**src/rtl/attention_pkg.sv**
```systemverilog
// rtl/attention_pkg.sv - shared constants, ordering key and buffer state type for the mask/row-max stage
//
// Purpose: FP32 special values, the total-order key used for the running
// maximum, a NaN test, and the per-buffer state enumeration.
// Ports: none (package).
package attention_pkg;

  localparam logic [31:0] FP32_NEG_INF = 32'hFF80_0000;
  localparam logic [31:0] FP32_QNAN    = 32'h7FC0_0000;
  localparam logic [31:0] FP32_ZERO    = 32'h0000_0000;

  typedef enum logic [1:0] {
    EMPTY    = 2'd0,
    FILLING  = 2'd1,
    FULL     = 2'd2,
    DRAINING = 2'd3
  } buf_state_e;

  // Maps FP32 bit patterns onto an unsigned order: negatives are inverted so
  // larger magnitude sorts lower, positives get the top bit set so they sort
  // above every negative. -0 lands just below +0.
  function automatic logic [31:0] fp32_key(input logic [31:0] b);
    return b[31] ? ~b : {1'b1, b[30:0]};
  endfunction

  function automatic logic fp32_is_nan(input logic [31:0] b);
    return (b[30:23] == 8'hFF) && (b[22:0] != 23'd0);
  endfunction

endpackage

```
**src/rtl/attn_row_buf.sv**
```systemverilog
// rtl/attn_row_buf.sv - one ping-pong row bank with running max, NaN flag, tags and state
//
// Purpose: stores one masked score row, tracks the running maximum over
// unmasked elements and registers the final row max when the row completes.
// Ports:
//   clk, rst_n          clock, asynchronous active-high reset
//   wr_en_i             element write into this bank this cycle
//   wr_first_i/wr_end_i element is column 0 / column L-1
//   wr_col_i, wr_data_i, wr_masked_i  column, raw score, mask decision
//   wr_head_i, wr_row_i, wr_len_i     row tags and effective length
//   rd_hs_i, rd_end_i, rd_col_i       output handshake, last column, read column
//   state_o             bank state
//   rd_data_o, max_o, allmasked_o     stored element, row max, all-masked flag
//   head_o, row_o, len_o              tags captured on the first element
module attn_row_buf
  import attention_pkg::*;
#(
  parameter int T   = 8,
  parameter int T_W = 3,
  parameter int H_W = 2
) (
  input  logic             clk,
  input  logic             rst_n,
  input  logic             wr_en_i,
  input  logic             wr_first_i,
  input  logic             wr_end_i,
  input  logic [T_W-1:0]   wr_col_i,
  input  logic [31:0]      wr_data_i,
  input  logic             wr_masked_i,
  input  logic [H_W-1:0]   wr_head_i,
  input  logic [T_W-1:0]   wr_row_i,
  input  logic [T_W:0]     wr_len_i,
  input  logic             rd_hs_i,
  input  logic             rd_end_i,
  input  logic [T_W-1:0]   rd_col_i,
  output buf_state_e       state_o,
  output logic [31:0]      rd_data_o,
  output logic [31:0]      max_o,
  output logic             allmasked_o,
  output logic [H_W-1:0]   head_o,
  output logic [T_W-1:0]   row_o,
  output logic [T_W:0]     len_o
);

  logic [31:0]    mem_q [T];
  buf_state_e     state_q, state_d;
  logic [31:0]    best_q, best_d;
  logic           has_q, has_d;
  logic           nan_q, nan_d;
  logic [31:0]    max_q;
  logic           allm_q;
  logic [H_W-1:0] head_q;
  logic [T_W-1:0] row_q;
  logic [T_W:0]   len_q;
  logic           base_has, base_nan, take;

  // The first element of a row restarts the running max regardless of what a
  // previous row left in best_q; has_q says whether best_q is meaningful.
  always_comb begin
    base_has = wr_first_i ? 1'b0 : has_q;
    base_nan = wr_first_i ? 1'b0 : nan_q;
    take     = !wr_masked_i &&
               (!base_has || (fp32_key(wr_data_i) > fp32_key(best_q)));
    best_d   = take ? wr_data_i : best_q;
    has_d    = base_has | !wr_masked_i;
    nan_d    = base_nan | (!wr_masked_i && fp32_is_nan(wr_data_i));
  end

  always_comb begin
    state_d = state_q;
    case (state_q)
      EMPTY:    if (wr_en_i) state_d = wr_end_i ? FULL : FILLING;
      FILLING:  if (wr_en_i && wr_end_i) state_d = FULL;
      FULL:     if (rd_hs_i) state_d = rd_end_i ? EMPTY : DRAINING;
      DRAINING: if (rd_hs_i && rd_end_i) state_d = EMPTY;
      default:  state_d = EMPTY;
    endcase
  end

  always_ff @(posedge clk or posedge rst_n) begin
    if (rst_n) begin
      state_q <= EMPTY;
      best_q  <= '0;
      has_q   <= 1'b0;
      nan_q   <= 1'b0;
      max_q   <= FP32_ZERO;
      allm_q  <= 1'b0;
      head_q  <= '0;
      row_q   <= '0;
      len_q   <= '0;
    end else begin
      state_q <= state_d;
      if (wr_en_i) begin
        best_q <= best_d;
        has_q  <= has_d;
        nan_q  <= nan_d;
        if (wr_first_i) begin
          head_q <= wr_head_i;
          row_q  <= wr_row_i;
          len_q  <= wr_len_i;
        end
        if (wr_end_i) begin
          max_q  <= nan_d ? FP32_QNAN : (has_d ? best_d : FP32_ZERO);
          allm_q <= !has_d;
        end
      end
    end
  end

  // Row storage needs no reset: nothing is read until the bank reaches FULL.
  always_ff @(posedge clk) begin
    if (wr_en_i) mem_q[wr_col_i] <= wr_masked_i ? FP32_NEG_INF : wr_data_i;
  end

  assign state_o     = state_q;
  assign rd_data_o   = mem_q[rd_col_i];
  assign max_o       = max_q;
  assign allmasked_o = allm_q;
  assign head_o      = head_q;
  assign row_o       = row_q;
  assign len_o       = len_q;

endmodule

```
**src/rtl/attention_mask_rowmax_mh.sv**
```systemverilog
// rtl/attention_mask_rowmax_mh.sv - multi-head streaming pad/causal mask and FP32 row-max stage
//
// Purpose: accepts score rows one element per cycle, masks pad and causal
// columns to -inf, finds the row max, and replays each row with the max
// attached through two ping-pong banks.
// Ports:
//   clk, rst_n                     clock, asynchronous active-high reset
//   cfg_len, pad_valid, causal_en  row length and mask controls
//   in_valid/in_ready, in_head, in_row, in_data, in_last   input stream
//   out_valid/out_ready, out_head, out_row, out_col, out_data, out_max,
//   out_last, out_allmasked        output stream
//   busy, err_last                 status
module attention_mask_rowmax_mh
  import attention_pkg::*;
#(
  parameter int T   = 8,
  parameter int NH  = 4,
  parameter int T_W = (T > 1) ? $clog2(T) : 1,
  parameter int H_W = (NH > 1) ? $clog2(NH) : 1
) (
  input  logic             clk,
  input  logic             rst_n,
  input  logic [T_W:0]     cfg_len,
  input  logic [T-1:0]     pad_valid,
  input  logic             causal_en,
  input  logic             in_valid,
  output logic             in_ready,
  input  logic [H_W-1:0]   in_head,
  input  logic [T_W-1:0]   in_row,
  input  logic [31:0]      in_data,
  input  logic             in_last,
  output logic             out_valid,
  input  logic             out_ready,
  output logic [H_W-1:0]   out_head,
  output logic [T_W-1:0]   out_row,
  output logic [T_W-1:0]   out_col,
  output logic [31:0]      out_data,
  output logic [31:0]      out_max,
  output logic             out_last,
  output logic             out_allmasked,
  output logic             busy,
  output logic             err_last
);

  localparam logic [T_W:0] T_LEN = (T_W + 1)'(T);

  logic           ready_en_q;
  logic           wr_ptr_q, wr_ptr_d, rd_ptr_q, rd_ptr_d;
  logic [T_W-1:0] wr_col_q, wr_col_d, rd_col_q, rd_col_d;
  logic [T_W:0]   wr_len_q, wr_len_d;
  logic [T_W-1:0] wr_row_q, wr_row_d;
  logic           err_last_q;

  logic [T_W:0]   cfg_eff, wr_len_eff;
  logic [T_W-1:0] wr_row_eff;
  logic           wr_first, wr_end, wr_masked, accept, rd_hs, rd_end;
  logic [1:0]     buf_wr_en, buf_rd_hs;

  buf_state_e     b_state [2];
  logic [31:0]    b_rdata [2];
  logic [31:0]    b_max   [2];
  logic           b_allm  [2];
  logic [H_W-1:0] b_head  [2];
  logic [T_W-1:0] b_row   [2];
  logic [T_W:0]   b_len   [2];

  // Length and row tag come from the live inputs on column 0 and from the
  // latched copies for the rest of the row.
  always_comb begin
    cfg_eff    = ((cfg_len == '0) || (cfg_len > T_LEN)) ? T_LEN : cfg_len;
    wr_first   = (wr_col_q == '0);
    wr_len_eff = wr_first ? cfg_eff : wr_len_q;
    wr_row_eff = wr_first ? in_row : wr_row_q;
    wr_end     = ({1'b0, wr_col_q} == (wr_len_eff - 1'b1));
    wr_masked  = !pad_valid[wr_col_q] || (causal_en && (wr_col_q > wr_row_eff));
    // ready_en_q keeps in_ready low until the first edge after reset release.
    in_ready   = ready_en_q &&
                 ((b_state[wr_ptr_q] == EMPTY) || (b_state[wr_ptr_q] == FILLING));
    accept     = in_valid && in_ready;
    out_valid  = (b_state[rd_ptr_q] == FULL) || (b_state[rd_ptr_q] == DRAINING);
    rd_end     = ({1'b0, rd_col_q} == (b_len[rd_ptr_q] - 1'b1));
    rd_hs      = out_valid && out_ready;
    buf_wr_en  = {accept && wr_ptr_q, accept && !wr_ptr_q};
    buf_rd_hs  = {rd_hs && rd_ptr_q, rd_hs && !rd_ptr_q};
  end

  always_comb begin
    wr_col_d = wr_col_q;
    wr_ptr_d = wr_ptr_q;
    wr_len_d = wr_len_q;
    wr_row_d = wr_row_q;
    rd_col_d = rd_col_q;
    rd_ptr_d = rd_ptr_q;
    if (accept) begin
      if (wr_first) begin
        wr_len_d = cfg_eff;
        wr_row_d = in_row;
      end
      if (wr_end) begin
        wr_col_d = '0;
        wr_ptr_d = ~wr_ptr_q;
      end else begin
        wr_col_d = wr_col_q + 1'b1;
      end
    end
    if (rd_hs) begin
      if (rd_end) begin
        rd_col_d = '0;
        rd_ptr_d = ~rd_ptr_q;
      end else begin
        rd_col_d = rd_col_q + 1'b1;
      end
    end
  end

  always_ff @(posedge clk or posedge rst_n) begin
    if (rst_n) begin
      ready_en_q <= 1'b0;
      wr_ptr_q   <= 1'b0;
      rd_ptr_q   <= 1'b0;
      wr_col_q   <= '0;
      rd_col_q   <= '0;
      wr_len_q   <= '0;
      wr_row_q   <= '0;
      err_last_q <= 1'b0;
    end else begin
      ready_en_q <= 1'b1;
      wr_ptr_q   <= wr_ptr_d;
      rd_ptr_q   <= rd_ptr_d;
      wr_col_q   <= wr_col_d;
      rd_col_q   <= rd_col_d;
      wr_len_q   <= wr_len_d;
      wr_row_q   <= wr_row_d;
      err_last_q <= accept && (in_last != wr_end);
    end
  end

  for (genvar i = 0; i < 2; i++) begin : g_buf
    attn_row_buf #(
      .T   (T),
      .T_W (T_W),
      .H_W (H_W)
    ) u_buf (
      .clk         (clk),
      .rst_n       (rst_n),
      .wr_en_i     (buf_wr_en[i]),
      .wr_first_i  (wr_first),
      .wr_end_i    (wr_end),
      .wr_col_i    (wr_col_q),
      .wr_data_i   (in_data),
      .wr_masked_i (wr_masked),
      .wr_head_i   (in_head),
      .wr_row_i    (in_row),
      .wr_len_i    (cfg_eff),
      .rd_hs_i     (buf_rd_hs[i]),
      .rd_end_i    (rd_end),
      .rd_col_i    (rd_col_q),
      .state_o     (b_state[i]),
      .rd_data_o   (b_rdata[i]),
      .max_o       (b_max[i]),
      .allmasked_o (b_allm[i]),
      .head_o      (b_head[i]),
      .row_o       (b_row[i]),
      .len_o       (b_len[i])
    );
  end

  // Outputs read zero whenever nothing is being presented, which also gives
  // the required all-zero values during reset.
  always_comb begin
    out_data      = out_valid ? b_rdata[rd_ptr_q] : '0;
    out_max       = out_valid ? b_max[rd_ptr_q]   : '0;
    out_head      = out_valid ? b_head[rd_ptr_q]  : '0;
    out_row       = out_valid ? b_row[rd_ptr_q]   : '0;
    out_col       = out_valid ? rd_col_q          : '0;
    out_last      = out_valid && rd_end;
    out_allmasked = out_valid && b_allm[rd_ptr_q];
    busy          = (b_state[0] != EMPTY) || (b_state[1] != EMPTY);
  end

  assign err_last = err_last_q;

endmodule

```
**config.mk**
```make
export PLATFORM = sky130hd
export DESIGN_NAME = attention_mask_rowmax_mh
export DESIGN_NICKNAME = d
export VERILOG_FILES = /design/src/rtl/attention_pkg.sv /design/src/rtl/attn_row_buf.sv /design/src/rtl/attention_mask_rowmax_mh.sv
export SDC_FILE = /design/constraint.sdc
export NUM_CORES = 1
export LEC_CHECK = 0
export BUFFER_PORTS_ARGS = -buffer_cell sky130_fd_sc_hd__buf_2
export CAP_MARGIN = 20
export CORE_AREA = 3 3 237 239
export DETAILED_ROUTE_END_ITERATION = 7
export DIE_AREA = 0 0 240 242
export PLACE_DENSITY = 0.86
export SLEW_MARGIN = 10
export SYNTH_ARGS = -nofsm -noshare
export SYNTH_HDL_FRONTEND = slang
export SYNTH_SLANG_ARGS = --single-unit
```
**constraint.sdc**
```tcl
create_clock -name clk -period 5.55 [get_ports clk]
set_clock_uncertainty 0.15 [all_clocks]
set_input_delay 1.11 -clock clk [delete_from_list [all_inputs] [get_ports clk]]
set_output_delay 1.11 -clock clk [all_outputs]
set_load 0.005 [all_outputs]
```
# Yosys cells after proc, flatten, opt, wreduce, memory -nomap -nowiden
# Memory sizes are Yosys's and may differ from the RTL's.
# Cells that the tools add are included.
totals:
  input_bits: 55
  ram_bits: 512
  regBits: 173
  out_inout_bits: 78
  word_cells: 187
  mem_count: 2
op_classes:
  n_addsub: 4
  magnitude_cmp: 7
  n_mux: 66
  n_bitwise: 11
  n_eq_ne: 21
  reduce_logical: 50
memory_table:
  columns: ["name", "depth", "word_bits", "read_ports", "rd_ports_with_merged_regs", "write_ports", "line", "text"]
  rows:
  - ["g_buf[0].u_buf.mem_q", 8, 32, 1, 0, 1, "attn_row_buf.sv:45", "logic [31:0] mem_q [T];"]
  - ["g_buf[1].u_buf.mem_q", 8, 32, 1, 0, 1, "attn_row_buf.sv:45", null]
ops:
  columns: ["op", "n"]
  rows:
  - ["2-to-1 mux 32 bit", 18]
  - ["inverter 32 bit", 3]
  - ["greater-than comparator 32 bit", 2]
  - ["2-to-1 mux 2 bit", 20]
  - ["2-to-1 mux 3 bit", 8]
  - ["nonzero test 23 bit", 1]
  - ["2-to-1 mux 4 bit", 5]
  - ["logical AND 1 bit", 19]
  - ["!= test 2 x 1 -> 1 bit, second input constant", 8]
  - ["case mux 2 bit (4 select lines)", 2]
  - ["== test 2 bit, second input constant", 6]
  - ["2-to-1 mux 1 bit", 12]
  - ["AND reduction 2 bit", 6]
  - ["== test 3 x 4 -> 1 bit", 2]
  - ["== test 8 bit, second input constant", 1]
  - ["zero test 1 bit", 8]
  - ["AND reduction 4 bit", 2]
  - ["subtractor 4 x 1 -> 4 bit, second input constant", 2]
  - ["logical OR 1 bit", 7]
  - ["adder 3 x 1 -> 3 bit, second input constant", 2]
  - ["== test 2 x 1 -> 1 bit, second input constant", 3]
  - ["zero test 2 bit", 3]
  - [">= comparator 2 bit, second input constant", 2]
  - ["greater-than comparator 4 bit, second input constant", 1]
  - ["10 further kinds", 16]

# Depth between registers and ports, before layout
depth:
  depth_word: 12
  mapped_depth: 16

# Modules after synthesis
# Synthesis repeated with hierarchy kept, for this count alone.
unflattened:
  cells_unflattened: 2212
  area_unflattened_um2: 32138.3
by_module_without_submodules:
  columns: ["mod", "cells_each", "area_per_inst_um2", "seq_area_each_um2", "instances"]
  rows:
  - ["attn_row_buf", 961, 14923.1, 9639.2, 2]
  - ["attention_mask_rowmax_mh", 290, 2292.2, 425.4, 1]

# Worst setup path after synthesis
# No wires, ideal clock.
synth_path:
  path_kind: "input -> register"
  from: "in in_valid"
  to: "mem g_buf[1].u_buf.mem_q[0][0] (enable)"
  slack_ps: 826
  path_stages: 6
  t_arrival_ps: 4113
  setup_time_ps: 461
  path_buffers: 2
  required_ps: 4939
  path_cell_list: "and3_1 > buf_2 > and2_1 > clkbuf_1 > nand2b_1 > nor3_1"
synth_via:
  elab_chain_cells: 4
synth_rtl:
  columns: ["item", "line", "text"]
  rows:
  - ["start, declared", "attention_mask_rowmax_mh.sv:26", "input logic in_valid,"]
  - ["logical AND 1 bit", "attention_mask_rowmax_mh.sv:79", "accept = in_valid && in_ready;"]
  - ["logical AND 1 bit", "attention_mask_rowmax_mh.sv:83", "buf_wr_en = {accept && wr_ptr_q, accept && !wr_ptr_q};"]
  - ["2-to-1 mux 1 bit (2 in series)", "attn_row_buf.sv:112", "if (wr_en_i) mem_q[wr_col_i] <= wr_masked_i ? FP32_NEG_INF : wr_data_i;"]
  - ["end, declared", "attn_row_buf.sv:45", null]
# No other way between the ends.

# Worst setup path in the final report
layout_path:
  from: "reg wr_col_q[0]"
  to: "reg g_buf[0].u_buf.max_q[16]"
layout_via:
  elab_chain_cells: 10
  elab_cells_between_ends: 24
  cone_classes: "add/sub: 1; order compare: 1; eq/ne: 1; mux: 9; bitwise: 2; reduce/logical: 10"
layout_rtl:
  columns: ["item", "line", "text"]
  rows:
  - ["start, declared", "attention_mask_rowmax_mh.sv:49", "logic [T_W-1:0] wr_col_q, wr_col_d, rd_col_q, rd_col_d;"]
  - ["start signal, assigned", "attention_mask_rowmax_mh.sv:130", "wr_col_q <= wr_col_d;"]
  - ["zero test 3 bit", "attention_mask_rowmax_mh.sv:71", "wr_first = (wr_col_q == '0);"]
  - ["2-to-1 mux 3 bit", null, null]
  - ["greater-than comparator 3 bit", "attention_mask_rowmax_mh.sv:75", "wr_masked = !pad_valid[wr_col_q] || (causal_en && (wr_col_q > wr_row_eff));"]
  - ["logical AND 1 bit", "attention_mask_rowmax_mh.sv:75", null]
  - ["logical OR 1 bit", "attention_mask_rowmax_mh.sv:75", null]
  - ["zero test 1 bit", "attn_row_buf.sv:62, attn_row_buf.sv:65, attn_row_buf.sv:66", null]
  - ["logical AND 1 bit", "attn_row_buf.sv:62", "take = !wr_masked_i &&"]
  - ["2-to-1 mux 32 bit", "attn_row_buf.sv:64", "best_d = take ? wr_data_i : best_q;"]
  - ["2-to-1 mux 32 bit (2 in series)", "attn_row_buf.sv:103", "max_q <= nan_d ? FP32_QNAN : (has_d ? best_d : FP32_ZERO);"]
  - ["end signal, assigned", "attn_row_buf.sv:103", null]
  - ["end, declared", "attn_row_buf.sv:50", "logic [31:0] max_q;"]
# Parallel ways exist; a longest one is shown, timed or not. The select of a mux whose other input is x is not followed.
# A chain may end at the register's enable or synchronous reset.

==> impl_metrics.json <==
{
  "detailedPlace.worstSlack_ps": 770.2,
  "wire_per_inst_um": 28.38,
  "end_kind": "flip-flop",
  "grt_util_all_layers_pct": 27.28,
  "insertion_delay_ps": 620,
  "grt_pass1_vias": 18950,
  "seq_area_mm2": 0.01972,
  "dieArea_mm2": 0.05808,
  "slew_viol_final": 0,
  "cts_resized": 0,
  "fmaxAchievable_mhz": 198.9,
  "dp_hpwl_mm": 47.03,
  "start_util_pct": 56.14,
  "clock-sinks": 685,
  "final_core_util_pct": 63.21,
  "hold_path_class": "reg2reg",
  "grt_overflow": 0,
  "ys_types": 63,
  "synthCells": 1858,
  "cts_buffers": 69,
  "area_growth_pct": 12.59,
  "whs_endpoint": "wr_len_q[0]",
  "required_ps": 5900,
  "worstHoldStart": "wr_len_q[0]",
  "gp_congestion": 0.9019,
  "ios": 133,
  "cp-start-kind": "flip-flop",
  "finalSetupViolCount": 0,
  "avgSynthCellArea_um2": 16.33,
  "ir_drop_uv": 485.9,
  "crit_family": "simple AND/OR/NAND/NOR gates",
  "cts.clk_slew.worst_paths_ps": 70,
  "chipHeight_um": 242,
  "fin_nets": 2128,
  "crit_type": "reg2reg",
  "fin_setup_tns_ps": 0,
  "final_cell_count_no_fill": 2754,
  "rsz0062_at_grt": "no",
  "min_period_ps": 5028,
  "portBuffers": 132,
  "dp.cells": 2626,
  "htreeDepth": 3,
  "drive_gt1_share_pct": 24.57,
  "netlist.area_leader.share_pct": 50.69,
  "yosysSeqAreaShare_pct": 64.96,
  "critical_path_arrival_ps": 5370,
  "slowest_stage": "nand3_1",
  "total_power_w": 0.01958,
  "critical_path.cell_chain": "inv_1 -> ha_1 -> nor2b_1 -> mux2_2 -> ha_1 -> xnor2_1 -> xnor2_1 -> nand2_1 -> nor3_1 -> buf_4 -> nand3_1 -> o21ai_0",
  "ctsHoldBuffers": 0,
  "grt_max_degree": 86,
  "layout_common_cells": "edfxtp_1 (512), dfrtp_1 (167), mux4_2 (160), buf_2 (132), nand2_1 (109)",
  "first_pass_iters": 6,
  "core-area_mm2": 0.05403,
  "drtAntennaViolNets": 0,
  "p_leak_nw": 12.46,
  "drc_errors": 0,
  "cts_tree": "done",
  "synth-edff-count": 512,
  "critPathBufInv": 2,
  "mostFrequentLayoutCell": "edfxtp_1",
  "synth_area_mm2": 0.03033,
  "r2r_start": "wr_col_q[0]",
  "nFillCells": 3652,
  "grt_first_pass_wirelength_mm": 118.3,
  "r2r_slack_ps": 520,
  "vias": 17960,
  "yosysTopAreaCell": "edfxtp_1",
  "async_reset_ff_share_pct": 25.26,
  "fin_crit_sh_pct": 90.59,
  "min_path_cells": 2,
  "ff2ff_path_depth": 12,
  "ys.flop_type": "edfxtp_1",
  "hold_violations": 0,
  "root_buffer": "clkbuf_16",
  "die_w_um": 240,
  "yosysWarnings": 0,
  "setup_slack_ps": 522.4,
  "rows": 85,
  "via_per_inst": 6.521,
  "status": "finished, final reports clean",
  "rr_endpoint": "g_buf[0].u_buf.max_o[16]",
  "relSlewSlack_pct": 24.56,
  "critPathMaxFanout": 23,
  "cts_buffer_depth": 3,
  "tightest_slew_ps": 1129,
  "slowest_delay_ps": 760,
  "antenna_found_initial": 8,
  "drt_iter0_drc": 1996,
  "synth_nets": 1985,
  "wl_mm": 78.15,
  "multiInputGateArea_mm2": 0.01020,
  "synthTopCellsByArea": "edfxtp_1 (51%), dfrtp_1 (14%), mux4_2 (12%), mux2i_1 (3.3%), ha_1 (3.0%)",
  "drv_cap": 0,
  "pwr_density_cell_mw_per_mm2": 573.4,
  "ys_seq_elements": 685,
  "cts_setup_buffers": 0
}
worst max path at each step:
| stage | from | to | depth (start not counted) |
|---|---|---|---|
| after floorplan | in_valid | g_buf[1].u_buf.mem_q[0][0] | 6 |
| after global placement | in_data[31] | g_buf[0].u_buf.max_o[30] | 12 |
| after detailed placement | wr_col_q[0] | g_buf[0].u_buf.max_o[8] | 12 |
| after CTS | wr_col_q[0] | g_buf[0].u_buf.max_o[8] | 12 |
| after global routing | wr_col_q[0] | g_buf[0].u_buf.max_o[8] | 12 |
| final | wr_col_q[0] | g_buf[0].u_buf.max_o[16] | 12 |
metrics by stage:
step | instance area (µm²) | hold slack, ps
floorplan | 30340 | 295.6
global placement | 31940 | 309.8
detailed placement | 31940 | 320.1
CTS | 34140 | 335.3
global route | 34140 | 353.8
finish | 34150 | 334.8
registers in the layout (all words and copies together), names as in the netlist, 2 cells and up:
signal and count:
g_buf.u_buf.state_o 4, g_buf.u_buf.len_o 8, g_buf.u_buf.best_q 64, g_buf.u_buf.has_q 2, g_buf.u_buf.nan_q 2, g_buf.u_buf.allmasked_o 2
g_buf.u_buf.row_o 6, wr_row_q 3, g_buf.u_buf.head_o 4, g_buf.u_buf.mem_q 512, wr_col_q 3, wr_len_q 4
rd_col_q 3, g_buf.u_buf.max_o 64
metal layers:
layer / up-vias / part of all wire (%) / GRT usage [%] / wire length [µm]
li1: 7461 / - / - / -
met1: 9244 / 36 / 34.80 / 28430
met2: 999 / 51 / 46.42 / 39970
met3: 250 / 8.4 / 5.373 / 6588
met4: 4 / 4.0 / 10.40 / 3139
met5: - / 0.029 / 0 / 23
tightest hold or removal path: cells and delay by family (launching register included):
kind,cells,cell delay [ps]
AND/OR/NAND/NOR,1,40
flip-flops,1,340
AO/OA/AOI/OAI,1,60
power by group:
part           switching (W)  leakage, nW  internal, W  total, W
registers           0.000636         6.88      0.00695   0.00759
logic                0.00422         4.51      0.00320   0.00742
clock network        0.00199         1.06      0.00258   0.00457
synth_stat cells (4+ instances only):
cell type  count
mux2_2        39
a211oi_1       4
and2_1        63
o21ai_0       81
nand4_1       16
buf_2         12
nand2b_1       8
a2111oi_0      4
dfrtp_1      173
a21oi_1       24
nor3_1        15
mux2i_1       99
nand3_1       11
o22ai_1       12
a21o_1         5
xor2_1        36
o21ai_1       20
nor4_1         6
edfxtp_1     512
o32a_1         9
mux4_2       160
buf_4          8
and3_1        15
nand2_1      109
a211o_1        4
o211ai_1       5
nor2b_1        5
a31oi_1        4
inv_1         21
clkbuf_1      54
or4_1          4
buf_1         24
buf_6          5
mux2_1        30
a22o_1         4
nor2_1        86
xnor2_1       68
ha_1          72
layout make-up:
class,instances,area share (%)
flip-flops and latches,685,57.74
well taps,696,2.550
clock buffers,88,5.323
diodes,3,0.02198
inverters,21,0.2418
repair buffers,177,3.143
multi-input cells,1047,29.86
clock inverters,37,1.121
logic make-up (layout without fill, tap and decap cells):
kind of cell / count (synthesis) / in the layout / synth area share (%)
buffers and inverters: 126 / 323 / 1.840
XOR/XNOR: 104 / 104 / 3.003
flip-flops: 685 / 685 / 64.96
multiplexers: 328 / 328 / 17.71
adder cells (fa/ha/maj): 72 / 72 / 2.970
other: 1 / 4 / 0.01236
AND/OR/NAND/NOR: 352 / 352 / 5.655
AO/OA/AOI/OAI: 190 / 190 / 3.853
No activity file was read; power rests on OpenSTA's default activity.
